<file path="src/rtl/clk_div_pkg.sv">
// Shared defaults and helpers for the programmable divide-by-N enable generator.
// Imported by clk_div_phase and clk_div_n_pulse.
package clk_div_pkg;

  localparam int DIV_W_DEF       = 8;
  localparam int OUT_W_DEF       = 2;
  localparam int DEFAULT_DIV_DEF = 4;

  // A divisor of zero has no meaningful period, so it is treated as divide-by-1.
  function automatic int unsigned min1(input int unsigned div);
    return (div == 0) ? 32'd1 : div;
  endfunction

endpackage

</file>
<file path="src/rtl/clk_div_phase.sv">
// Phase counter, terminal-count (wrap) detection and divisor shadow register.
// A new divisor only takes effect at a period boundary, so the phase never glitches.
module clk_div_phase
  import clk_div_pkg::*;
#(
  parameter int DIV_W       = DIV_W_DEF,
  parameter int DEFAULT_DIV = DEFAULT_DIV_DEF
) (
  input  logic             i_clk,
  input  logic             i_rst_n,
  input  logic             i_en,
  input  logic             i_clr,
  input  logic             i_div_load,
  input  logic [DIV_W-1:0] i_div_val,
  output logic [DIV_W-1:0] o_cnt,
  output logic [DIV_W-1:0] o_div_act,
  output logic             o_wrap
);

  logic [DIV_W-1:0] r_cnt;
  logic [DIV_W-1:0] r_div_act;
  logic [DIV_W-1:0] r_pend_val;
  logic             r_pend;
  logic             w_wrap;
  logic             w_apply;

  // A clear overrides both enable and wrap, but still counts as a boundary for applying a pending divisor.
  assign w_wrap  = i_en && !i_clr && (r_cnt == (r_div_act - DIV_W'(1)));
  assign w_apply = (w_wrap || i_clr) && r_pend;

  always_ff @(posedge i_clk or negedge i_rst_n) begin
    if (!i_rst_n) begin
      r_cnt      <= '0;
      r_div_act  <= DIV_W'(DEFAULT_DIV);
      r_pend_val <= '0;
      r_pend     <= 1'b0;
    end else begin
      if (i_clr || w_wrap) begin
        r_cnt <= '0;
      end else if (i_en) begin
        r_cnt <= r_cnt + DIV_W'(1);
      end

      if (w_apply) begin
        r_div_act <= r_pend_val;
        r_pend    <= 1'b0;
      end

      // Only a pend flag set in an earlier cycle is applied; a load on the wrap cycle waits a full period.
      if (i_div_load) begin
        r_pend_val <= DIV_W'(min1(32'(i_div_val)));
        r_pend     <= 1'b1;
      end
    end
  end

  assign o_cnt     = r_cnt;
  assign o_div_act = r_div_act;
  assign o_wrap    = w_wrap;

endmodule

</file>
<file path="src/rtl/clk_div_n_pulse.sv">
// Runtime-programmable divide-by-N enable generator: pulse, square wave and pulse counter.
// Optional macro CLK_DIV_SYNC_CLR_EN adds a sync_clr input that realigns the phase of several dividers.
module clk_div_n_pulse
  import clk_div_pkg::*;
#(
  parameter int DIV_W       = DIV_W_DEF,
  parameter int OUT_W       = OUT_W_DEF,
  parameter int DEFAULT_DIV = DEFAULT_DIV_DEF
) (
  input  logic             clk,
  input  logic             rst_n,
  input  logic             en,
  input  logic [DIV_W-1:0] div_val,
  input  logic             div_load,
`ifdef CLK_DIV_SYNC_CLR_EN
  input  logic             sync_clr,
`endif
  output logic             div_pulse,
  output logic             clk_out,
  output logic [OUT_W-1:0] po_cnt,
  output logic [DIV_W-1:0] div_act
);

  logic             w_clr;
  logic             w_wrap;
  logic [DIV_W-1:0] w_cnt;
  logic [DIV_W-1:0] w_div_act;
  logic             r_div_pulse;
  logic             r_clk_out;
  logic [OUT_W-1:0] r_po_cnt;

`ifdef CLK_DIV_SYNC_CLR_EN
  assign w_clr = sync_clr;
`else
  assign w_clr = 1'b0;
`endif

  clk_div_phase #(
    .DIV_W       (DIV_W),
    .DEFAULT_DIV (DEFAULT_DIV)
  ) u_phase (
    .i_clk      (clk),
    .i_rst_n    (rst_n),
    .i_en       (en),
    .i_clr      (w_clr),
    .i_div_load (div_load),
    .i_div_val  (div_val),
    .o_cnt      (w_cnt),
    .o_div_act  (w_div_act),
    .o_wrap     (w_wrap)
  );

  // High for the first floor(N/2) phases of each period; N=1 therefore stays low.
  always_ff @(posedge clk or negedge rst_n) begin
    if (!rst_n) begin
      r_div_pulse <= 1'b0;
      r_clk_out   <= 1'b0;
      r_po_cnt    <= '0;
    end else begin
      r_div_pulse <= w_wrap;
      if (w_clr) begin
        r_clk_out <= 1'b0;
      end else if (en) begin
        r_clk_out <= (w_cnt < (w_div_act >> 1));
      end
      if (r_div_pulse) begin
        r_po_cnt <= r_po_cnt + OUT_W'(1);
      end
    end
  end

  assign div_pulse = r_div_pulse;
  assign clk_out   = r_clk_out;
  assign po_cnt    = r_po_cnt;
  assign div_act   = w_div_act;

endmodule

</file>
<file path="config.mk">
export PLATFORM = sky130hd
export DESIGN_NAME = clk_div_n_pulse
export DESIGN_NICKNAME = d
export VERILOG_FILES = /design/src/rtl/clk_div_pkg.sv /design/src/rtl/clk_div_phase.sv /design/src/rtl/clk_div_n_pulse.sv
export SDC_FILE = /design/constraint.sdc
export NUM_CORES = 1
export LEC_CHECK = 0
export CORE_MARGIN = 5
export CORE_UTILIZATION = 30
export DETAILED_ROUTE_END_ITERATION = 10
export PLACE_DENSITY = 0.55
export SETUP_SLACK_MARGIN = 0.15
export SLEW_MARGIN = 10
export SYNTH_ARGS = -nofsm -noshare
export SYNTH_HDL_FRONTEND = slang
export SYNTH_SLANG_ARGS = --single-unit
</file>
<file path="constraint.sdc">
create_clock -name clk -period 2.1 [get_ports clk]
set_input_delay 0.525 -clock clk [delete_from_list [all_inputs] [get_ports clk]]
set_output_delay 0.525 -clock clk [all_outputs]
set_load 0.03 [all_outputs]
</file>
Yosys cells after proc, flatten, opt, wreduce, memory -nomap -nowiden
Index checks and enable logic that the tools add are counted.

word-level totals
  input port bits = 12
  bits in registers = 29
  memories = 0
  bits in read-only memories = 0
  output and inout port bits = 12
  bits in latches = 0
  RAM bits = 0

cells by class
  shifts and indexed selects = 0
  $mul = 0
  equal/unequal tests = 1
  div/mod/pow operators = 0
  reduce and logical (&&, ||, !) cells = 5
  bitwise logic cells = 0
  $lt $le $gt $ge = 1
  add/subtract/negate cells = 3
  muxes and demuxes = 5

operator list
  kind                   number
  $mux W8                3
  $add A8 B1 Y8 const B  1
  $eq A8 B8 Y1           1
  $logic_not A8 Y1       1
  $lt A8 B7 Y1           1
  $sub A8 B1 Y8 const B  1
  $reduce_bool A2 Y1     2
  $add A2 B1 Y2 const B  1
  $logic_and A1 B1 Y1    2
  $mux W1                2

Longest topological paths before layout
Gate-level depths: netlist of the first run.

  depth after elaboration = 6
  mapped depth = 8
  depth with buffers taken out = 8

Hierarchy
A second synthesis of the first run with hierarchy kept.

unflattened totals
  cells, all modules = 137
  area, all modules = 1,589.0 um2

by module, submodules not included
  module           area an instance (um2)  seq. area each (um2)  cells each  instances
  clk_div_phase    1,285.0                 626.9                 106         1
  clk_div_n_pulse  304.0                   100.1                 31          1

Least setup slack after synthesis of the first run
OpenSTA, ideal clock, no wires.

  path kind = reg-to-reg
  start = register u_phase.r_div_act[0], in the netlist u_phase.o_div_act[0]
  end = register u_phase.r_div_act[0], in the netlist u_phase.o_div_act[0]
  data required time = 1.975 ns
  buffers on the path = 0
  slack = -0.298 ns
  cell stages (with the launch flop) = 8
  data arrival time = 2.273 ns
  library setup time = 0.125 ns
  cells stage by stage = dfrtp_1 inv_1 ha_1 nand2b_1 a311o_1 a21oi_2 nand4_4 mux2_4

on the way
  cells in the longest elaborated chain, start to end = 4

RTL lines
  item                    line                 RTL
  from (decl)             clk_div_phase.sv:21  logic [DIV_W-1:0] r_div_act;
  from (signal assigned)  clk_div_phase.sv:34  r_div_act <= DIV_W'(DEFAULT_DIV);
  from (signal assigned)  clk_div_phase.sv:45  r_div_act <= r_pend_val;
  $sub A8 B1 Y8           clk_div_phase.sv:28  assign w_wrap = i_en && !i_clr && (r_cnt == (r_div_act - DIV_W'(1)));
  $eq A8 B8 Y1            clk_div_phase.sv:28
  $logic_and A1 B1 Y1     clk_div_phase.sv:28
  $logic_and A1 B1 Y1     clk_div_phase.sv:29  assign w_apply = (w_wrap || i_clr) && r_pend;

No other way between the ends.
A chain may end at the register's enable or synchronous reset.

Worst setup path in the final report of the first run
  start = register u_phase.r_div_act[2], in the netlist u_phase.o_div_act[2]
  end = register u_phase.r_div_act[0], in the netlist u_phase.o_div_act[0]

The elaborated chain is that of the path after synthesis.

==> summary.md, run 1 <==
## Worst setup path
* sky130_fd_sc_hd__or4_4 — cell with the largest stage delay on the worst path
* 2250 ps — CP Data Required Time
* flip-flop to flip-flop — Crit Path Class
* flip-flop — critical path launch point type
* flip-flop — CP Capture Type
* 560 ps — largest stage delay on the critical path
* 2240 ps — data arrival time at the worst-slack endpoint
* or4_4 > a2111oi_4 > or2_1 > a41o_4 > nand4_4 > mux2_4 — cell-by-cell trace of the critical path
* 7 — highest fanout seen on the critical path

## Cells and area
* 0 — number of diodes
* 215 — net count of the finished layout
* 28.1% — fraction of final layout cells with drive strength greater than 1
* 37.2% — area growth from synthesis to layout
* 42.8% — share of the core filled with cells
* 266 — Final Instance Count excl. Fillers

## Drt
* 0 — DRC violation count after routing
* 0 — number of antenna-violating nets in the routed design
* 4.74 — detail-routed via count per cell
* 14.3 µm — post-detailed-route wirelength per cell
* 1,262 — vias
* 3.80 mm — total routed wirelength
* 4 — first drt pass iteration count
* 69 — 1st-iter DRT viols

## Logic synthesis
* sky130_fd_sc_hd__dfrtp_1 — most common cell in the netlist
* 43.4% — top-area cell type share of the netlist area
* 1610 µm² — Cell Area, Synth
* 39 — post-synthesis cell type count
* 168 — number of nets in the synthesized netlist
* 100% — Post-synth ARST share
* 29 — FF+latch count, synth
* 45.1% — part of the Yosys area used for sequential elements
* 148 — count of mapped cells out of synthesis
* 0 — EDFF count, synth
* sky130_fd_sc_hd__dfrtp_1 — cell type with the largest total area after synthesis
* sky130_fd_sc_hd__dfrtp_1 — primary flip-flop cell chosen by synthesis mapping
* 10.9 µm² — Avg Cell Area, Syn
* sky130_fd_sc_hd__dfrtp_1 (28), sky130_fd_sc_hd__inv_1 (11), sky130_fd_sc_hd__xor2_1 (10) — leading cell types by count after synthesis
* sky130_fd_sc_hd__dfrtp_1 (43%), sky130_fd_sc_hd__ha_1 (6.2%), sky130_fd_sc_hd__mux2_4 (5.6%), sky130_fd_sc_hd__xor2_1 (5.4%), sky130_fd_sc_hd__mux2_2 (3.5%) — top cells by area in the synthesized netlist
* 0 — Syn. warnings

## STA
* 423 ps — Least-Margin Pin Slew
* 0 — max-slew violation count
* 99.1% — Period Utilization, post-route
* 0 — Setup Viol. Count Final
* 2080 ps — final critical path time including I/O delays and setup
* 71.7% — worst slew margin relative to its limit
* 0 — Final Hold Viols
* yes — setup repair after global routing missed its margin
* 7.91 ps — Clock Skew
* 0.480 GHz — timing-limited maximum frequency
* 0 ps — final sum of negative setup slack
* 467 ps — hold_ws

## Min path
* flip-flop to flip-flop — kind of path behind the tightest hold check

## Power and ir drop
* 27.8% — Comb pwr share
* 336 µV — Peak VDD IR
* 45.2% — Sequential Power Share
* 1.03 nW — Leak
* 721 nW/µm² — power density cells
* 32.3% — switching fraction of total power
* 1.59 mW — Final Total Pwr
* 1.08 mW — internal power
* 0.515 mW — sw power
* 27.0% — clock share of power

## Global routing
* 30 — maximum number of pins on one net before global-route repair
* 1,421 — via count of the first global-routing pass
* 12.0% — total routing usage reported by global routing
* 0 — antenna violations before repair
* 0 — GRT Residual Overflow
* 6.73 mm — global-route wire length before repair

## Clock network
* 2 — buffer depth of the longest clock path
* 5 — number of buffers added by the clock tree synthesis step
* sky130_fd_sc_hd__clkbuf_8 — clock root buffer
* 0 — number of buffers added to fix hold violations after cts
* done — clock tree from TritonCTS
* 2 — H-tree depth reported by CTS
* 29 — Clock Sinks
* 280 ps — Skew-Pair Late Insertion Delay
* 60 ps — clock slew seen by the registers of the worst setup and hold paths

## Die
* 24 — number of ports placed on the die boundary
* 5170 µm² — core outline area
* 6940 µm² — full die area
* 26 — count of standard-cell rows
* 83.3 µm — die width
* 83.3 µm — Die Span Y
* 31.2% — initial core utilization

## Placed design
* 0.760 — Final Wtd Congestion
* 256 — number of placed cells counting well taps
* 23 — I/O Buffers
* 2.95 mm — estimated wirelength of the detail-placed design

## Flow run
* 0 — total of max-cap violations

## Status
* finished, final reports clean — outcome

cells in the final DEF, fill, tap and decap left out, types with 2 or more instances in the layout:
| cell type | instances |
|---|---|
| sky130_fd_sc_hd__inv_1 | 9 |
| sky130_fd_sc_hd__a21o_1 | 4 |
| sky130_fd_sc_hd__buf_6 | 2 |
| sky130_fd_sc_hd__dfrtp_1 | 26 |
| sky130_fd_sc_hd__clkinv_2 | 2 |
| sky130_fd_sc_hd__xor2_1 | 10 |
| sky130_fd_sc_hd__nand2b_1 | 2 |
| sky130_fd_sc_hd__dlygate4sd2_1 | 8 |
| sky130_fd_sc_hd__nor2b_1 | 3 |
| sky130_fd_sc_hd__nor3_1 | 3 |
| sky130_fd_sc_hd__nand3_1 | 3 |
| sky130_fd_sc_hd__o21ai_0 | 6 |
| sky130_fd_sc_hd__mux2_4 | 6 |
| sky130_fd_sc_hd__xnor2_1 | 5 |
| sky130_fd_sc_hd__o2bb2ai_2 | 2 |
| sky130_fd_sc_hd__buf_4 | 18 |
| sky130_fd_sc_hd__dfrtp_2 | 2 |
| sky130_fd_sc_hd__clkbuf_8 | 5 |
| sky130_fd_sc_hd__nor2_1 | 5 |
| sky130_fd_sc_hd__inv_2 | 2 |
| sky130_fd_sc_hd__mux2_2 | 5 |
| sky130_fd_sc_hd__ha_1 | 7 |
| sky130_fd_sc_hd__a31oi_1 | 6 |
| sky130_fd_sc_hd__a21oi_1 | 4 |
| sky130_fd_sc_hd__nand2_1 | 8 |
| sky130_fd_sc_hd__clkdlybuf4s50_1 | 15 |
| sky130_fd_sc_hd__nand4_1 | 6 |
layer usage:
metal,wire length [µm],global-route usage (%),vias up
met3,90,2.57,6
met2,1890,20.4,24
met4,55,4.90,0
li1,-,-,621
met1,1770,14.7,611
met5,0,0,-
critical path, delay by kind of cell, from the launching register on:
family             cells  cell delay (ps)
and+or+nand+nor        3              910
AOI/OAI and AO/OA      2              300
muxes                  1              350
DFF                    1              390
sequential cells by signal, indices dropped and copies added, names as in the netlist:
signal and cells:
u_phase.o_cnt 8, u_phase.o_div_act 8, u_phase.r_pend_val 8, po_cnt 2, clk_out 1, div_pulse 1, u_phase.r_pend 1
timing repair:
item | 4_1_cts | 5_1_grt
resized for setup | 12 | 1
setup buffers | 1 | 1
setup endpoints to repair | 21 | 13
pin swaps | 6 | 2
hold endpoints to repair | 0 | 0
area by class of cell:
type	count	area, µm²
clock buffers	6	72.6
clock inverters	2	10.0
fillers	476	2960
inverters	11	41.3
multi-input cells	105	893
flip-flops and latches	29	729
well taps	70	87.6
repair buffers	43	378
logic make-up after synthesis:
family                     Yosys count  share of synthesized area (%)
AOI/OAI and AO/OA                   30                           13.7
xor gates and xnor gates            15                           8.15
adders and majority gates            8                           6.21
buffers and inverters               14                           3.26
DFF                                 29                           45.1
muxes                               11                           9.08
and+or+nand+nor                     41                           14.6
per-stage QoR:
step | setup WS (ps) | cell area (µm²)
floorplan | -51.8 | 1650
global placement | -1.88 | 2090
detailed placement | -34.5 | 2090
CTS | 18.6 | 2200
global route | -56.9 | 2210
finish | 18.7 | 2210
path summary, 6_finish.rpt:
check	slack [ps]	end	cells after the start	startpoint
setup / recovery	20	u_phase.o_div_act[0]	6	u_phase.o_div_act[2]
min in group asynchronous	630	u_phase.r_pend_val[1]	2	rst_n
setup reg to reg	20	u_phase.o_div_act[0]	6	u_phase.o_div_act[2]
hold reg to reg	470	po_cnt[1]	1	po_cnt[1]
max in group asynchronous	1160	u_phase.o_div_act[2]	2	rst_n
hold / removal	470	po_cnt[1]	1	po_cnt[1]
power groups by stage:
| stage | Combinational, mW | Sequential, mW | Clock (mW) |
|---|---|---|---|
| after floorplan | 0.278 | 0.723 | 0 |
| after CTS | 0.450 | 0.720 | 0.450 |
| after global placement | 0.428 | 0.725 | 0 |
| after global routing | 0.501 | 0.730 | 0.482 |
| after detailed placement | 0.446 | 0.731 | 0 |
| final | 0.444 | 0.721 | 0.431 |
(Power assumes the default switching activity.)
==> run 2: changes to the inputs <==
- SETUP_SLACK_MARGIN: 0.15 -> unset
==> summary.md, run 2 (synthesized netlist as in run 1, its figures left out) <==
## Status
* finished, final reports clean — outcome

## Die
* 5170 µm² — core outline area
* 26 — count of standard-cell rows
* 24 — number of ports placed on the die boundary
* 83.3 µm — die width
* 31.2% — initial core utilization
* 6940 µm² — full die area
* 83.3 µm — Die Span Y

## Cells and area
* 2260 µm² — Non-Filler Cell Area, Final
* sky130_fd_sc_hd__dfrtp_1 — commonest non-fill, non-tap cell in the layout
* 29.6% — fraction of final layout cells with drive strength greater than 1
* sky130_fd_sc_hd__dfrtp_1 (26), sky130_fd_sc_hd__buf_4 (22), sky130_fd_sc_hd__clkdlybuf4s50_1 (21), sky130_fd_sc_hd__xor2_1 (10), sky130_fd_sc_hd__inv_1 (9) — highest-count cells in the layout ignoring fill and taps
* 481 — count of filler cells inserted in the layout
* 269 — Final Instance Count excl. Fillers
* 0 — number of diodes
* 43.7% — share of the core filled with cells
* 40.1% — area growth from synthesis to layout
* 220 — net count of the finished layout

## Placed design
* 0.809 — Final Wtd Congestion
* 23 — I/O Buffers
* 258 — number of placed cells counting well taps
* 2.88 mm — estimated wirelength of the detail-placed design
* 2110 µm² — Placed Area

## STA
* 0 — Final Hold Viols
* 0 — Setup Viol. Count Final
* yes — setup repair after global routing missed its margin
* 72.8% — worst slew margin relative to its limit
* 0 — max-slew violation count
* 6.54 ps — Clock Skew
* 2080 ps — final critical path time including I/O delays and setup
* 470 ps — hold_ws
* 406 ps — Least-Margin Pin Slew
* 98.8% — Period Utilization, post-route
* 0.482 GHz — timing-limited maximum frequency

## Drt
* 3.67 mm — total routed wirelength
* 0 — DRC violation count after routing
* 0 — number of antenna-violating nets in the routed design
* 13.6 µm — post-detailed-route wirelength per cell
* 46 — 1st-iter DRT viols
* 4 — first drt pass iteration count
* 4.83 — detail-routed via count per cell
* 1,298 — vias

## Worst setup path
* u_phase.o_div_act[4] — endpoint of the worst register-to-register path
* 7 — highest fanout seen on the critical path
* or4_4 > a2111oi_4 > or2_1 > a41o_4 > nand4_4 > mux2_4 — cell-by-cell trace of the critical path
* sky130_fd_sc_hd__or4_4 — cell with the largest stage delay on the worst path
* u_phase.o_div_act[0] — startpoint of the worst register-to-register path
* 2240 ps — data arrival time at the worst-slack endpoint
* 510 ps — largest stage delay on the critical path
* flip-flop — critical path launch point type
* flip-flop to flip-flop — Crit Path Class
* 2260 ps — CP Data Required Time
* 6 — worst r2r path cells
* 20 ps — register-to-register setup slack
* flip-flop — CP Capture Type

## Power and ir drop
* 1.05 nW — Leak
* 696 nW/µm² — power density cells
* 376 µV — Peak VDD IR

## Clock network
* 5 — number of buffers added by the clock tree synthesis step
* 2 — buffer depth of the longest clock path
* 29 — Clock Sinks
* done — clock tree from TritonCTS
* 60 ps — clock slew seen by the registers of the worst setup and hold paths
* sky130_fd_sc_hd__clkbuf_8 — clock root buffer
* 2 — H-tree depth reported by CTS
* 280 ps — Skew-Pair Late Insertion Delay

## Global routing
* 0 — GRT Residual Overflow
* 0 — antenna violations before repair
* 30 — maximum number of pins on one net before global-route repair
* 6.47 mm — global-route wire length before repair
* 1,366 — via count of the first global-routing pass
* 11.4% — total routing usage reported by global routing

## Min path
* po_cnt[1] — Hold Path Sink
* po_cnt[1] — beginning of the worst hold path
* 1 — WHS Path Cells
* flip-flop to flip-flop — kind of path behind the tightest hold check

## Flow run
* 0 — total of max-cap violations

==> run 2: report_power, final <==
| part | switching, mW | internal, mW |
|---|---|---|
| logic | 0.214 | 0.223 |
| clock network | 0.197 | 0.217 |
| registers | 0.0919 | 0.631 |
==> run 2: metal layers <==
metal | routed length (µm) | vias up | track usage [%] | share of wire, %
li1 | - | 631 | - | -
met5 | 0 | - | 0 | 0
met4 | 136 | 0 | 7.13 | 3.7
met2 | 1780 | 20 | 18.0 | 48
met1 | 1670 | 636 | 14.1 | 45
met3 | 90 | 11 | 2.48 | 2.5
==> run 2: worst max path at each step <==
stage | startpoint | end | slack, ps | cells after the start
final | u_phase.o_div_act[0] | u_phase.o_div_act[4] | 20 | 6
after global routing | u_phase.o_div_act[0] | u_phase.o_div_act[7] | -70 | 6
after CTS | u_phase.o_div_act[2] | u_phase.o_div_act[4] | -30 | 6
after detailed placement | u_phase.o_div_act[1] | u_phase.o_div_act[4] | -40 | 6
after global placement | en | u_phase.o_cnt[1] | -0.2 | 6
after floorplan | u_phase.o_div_act[1] | u_phase.o_div_act[0] | -50 | 6
==> run 2: worst max-delay path, delay by kind of cell (launching register included) <==
kind,cells,cell delay [ps]
AND/OR/NAND/NOR,3,870
multiplexers,1,350
flip-flops,1,430
AO/OA/AOI/OAI,2,310
==> run 2: area by class of cell <==
type / count / area, µm² / share of cell area, %
multi-input combinational: 105 / 893 / 39.5
sequential: 29 / 729 / 32.3
timing repair buffer: 48 / 434 / 19.2
clock inverter: 1 / 5.00 / 0.221
inverter: 11 / 41.3 / 1.83
tap: 70 / 87.6 / 3.88
clock buffer: 5 / 68.8 / 3.05
==> run 2: repair_timing <==
action                                  CTS  global route
resized for setup                         1             7
pin swaps                                 2             7
endpoints found under the setup margin    6            11
hold buffers                              0             0
setup buffers                             1             4
endpoints found under the hold margin     0             0
==> run 2: per-stage QoR <==
| stage | power, mW | setup TNS [ps] | setup WS [ps] |
|---|---|---|---|
| after floorplan | 1.00 | -264 | -51.8 |
| after global placement | 1.16 | -0.351 | -0.221 |
| after detailed placement | 1.17 | -220 | -43.8 |
| after CTS | 1.59 | -138 | -32.8 |
| after global routing | 1.68 | -365 | -71.2 |
| final | 1.57 | 0 | 24.6 |
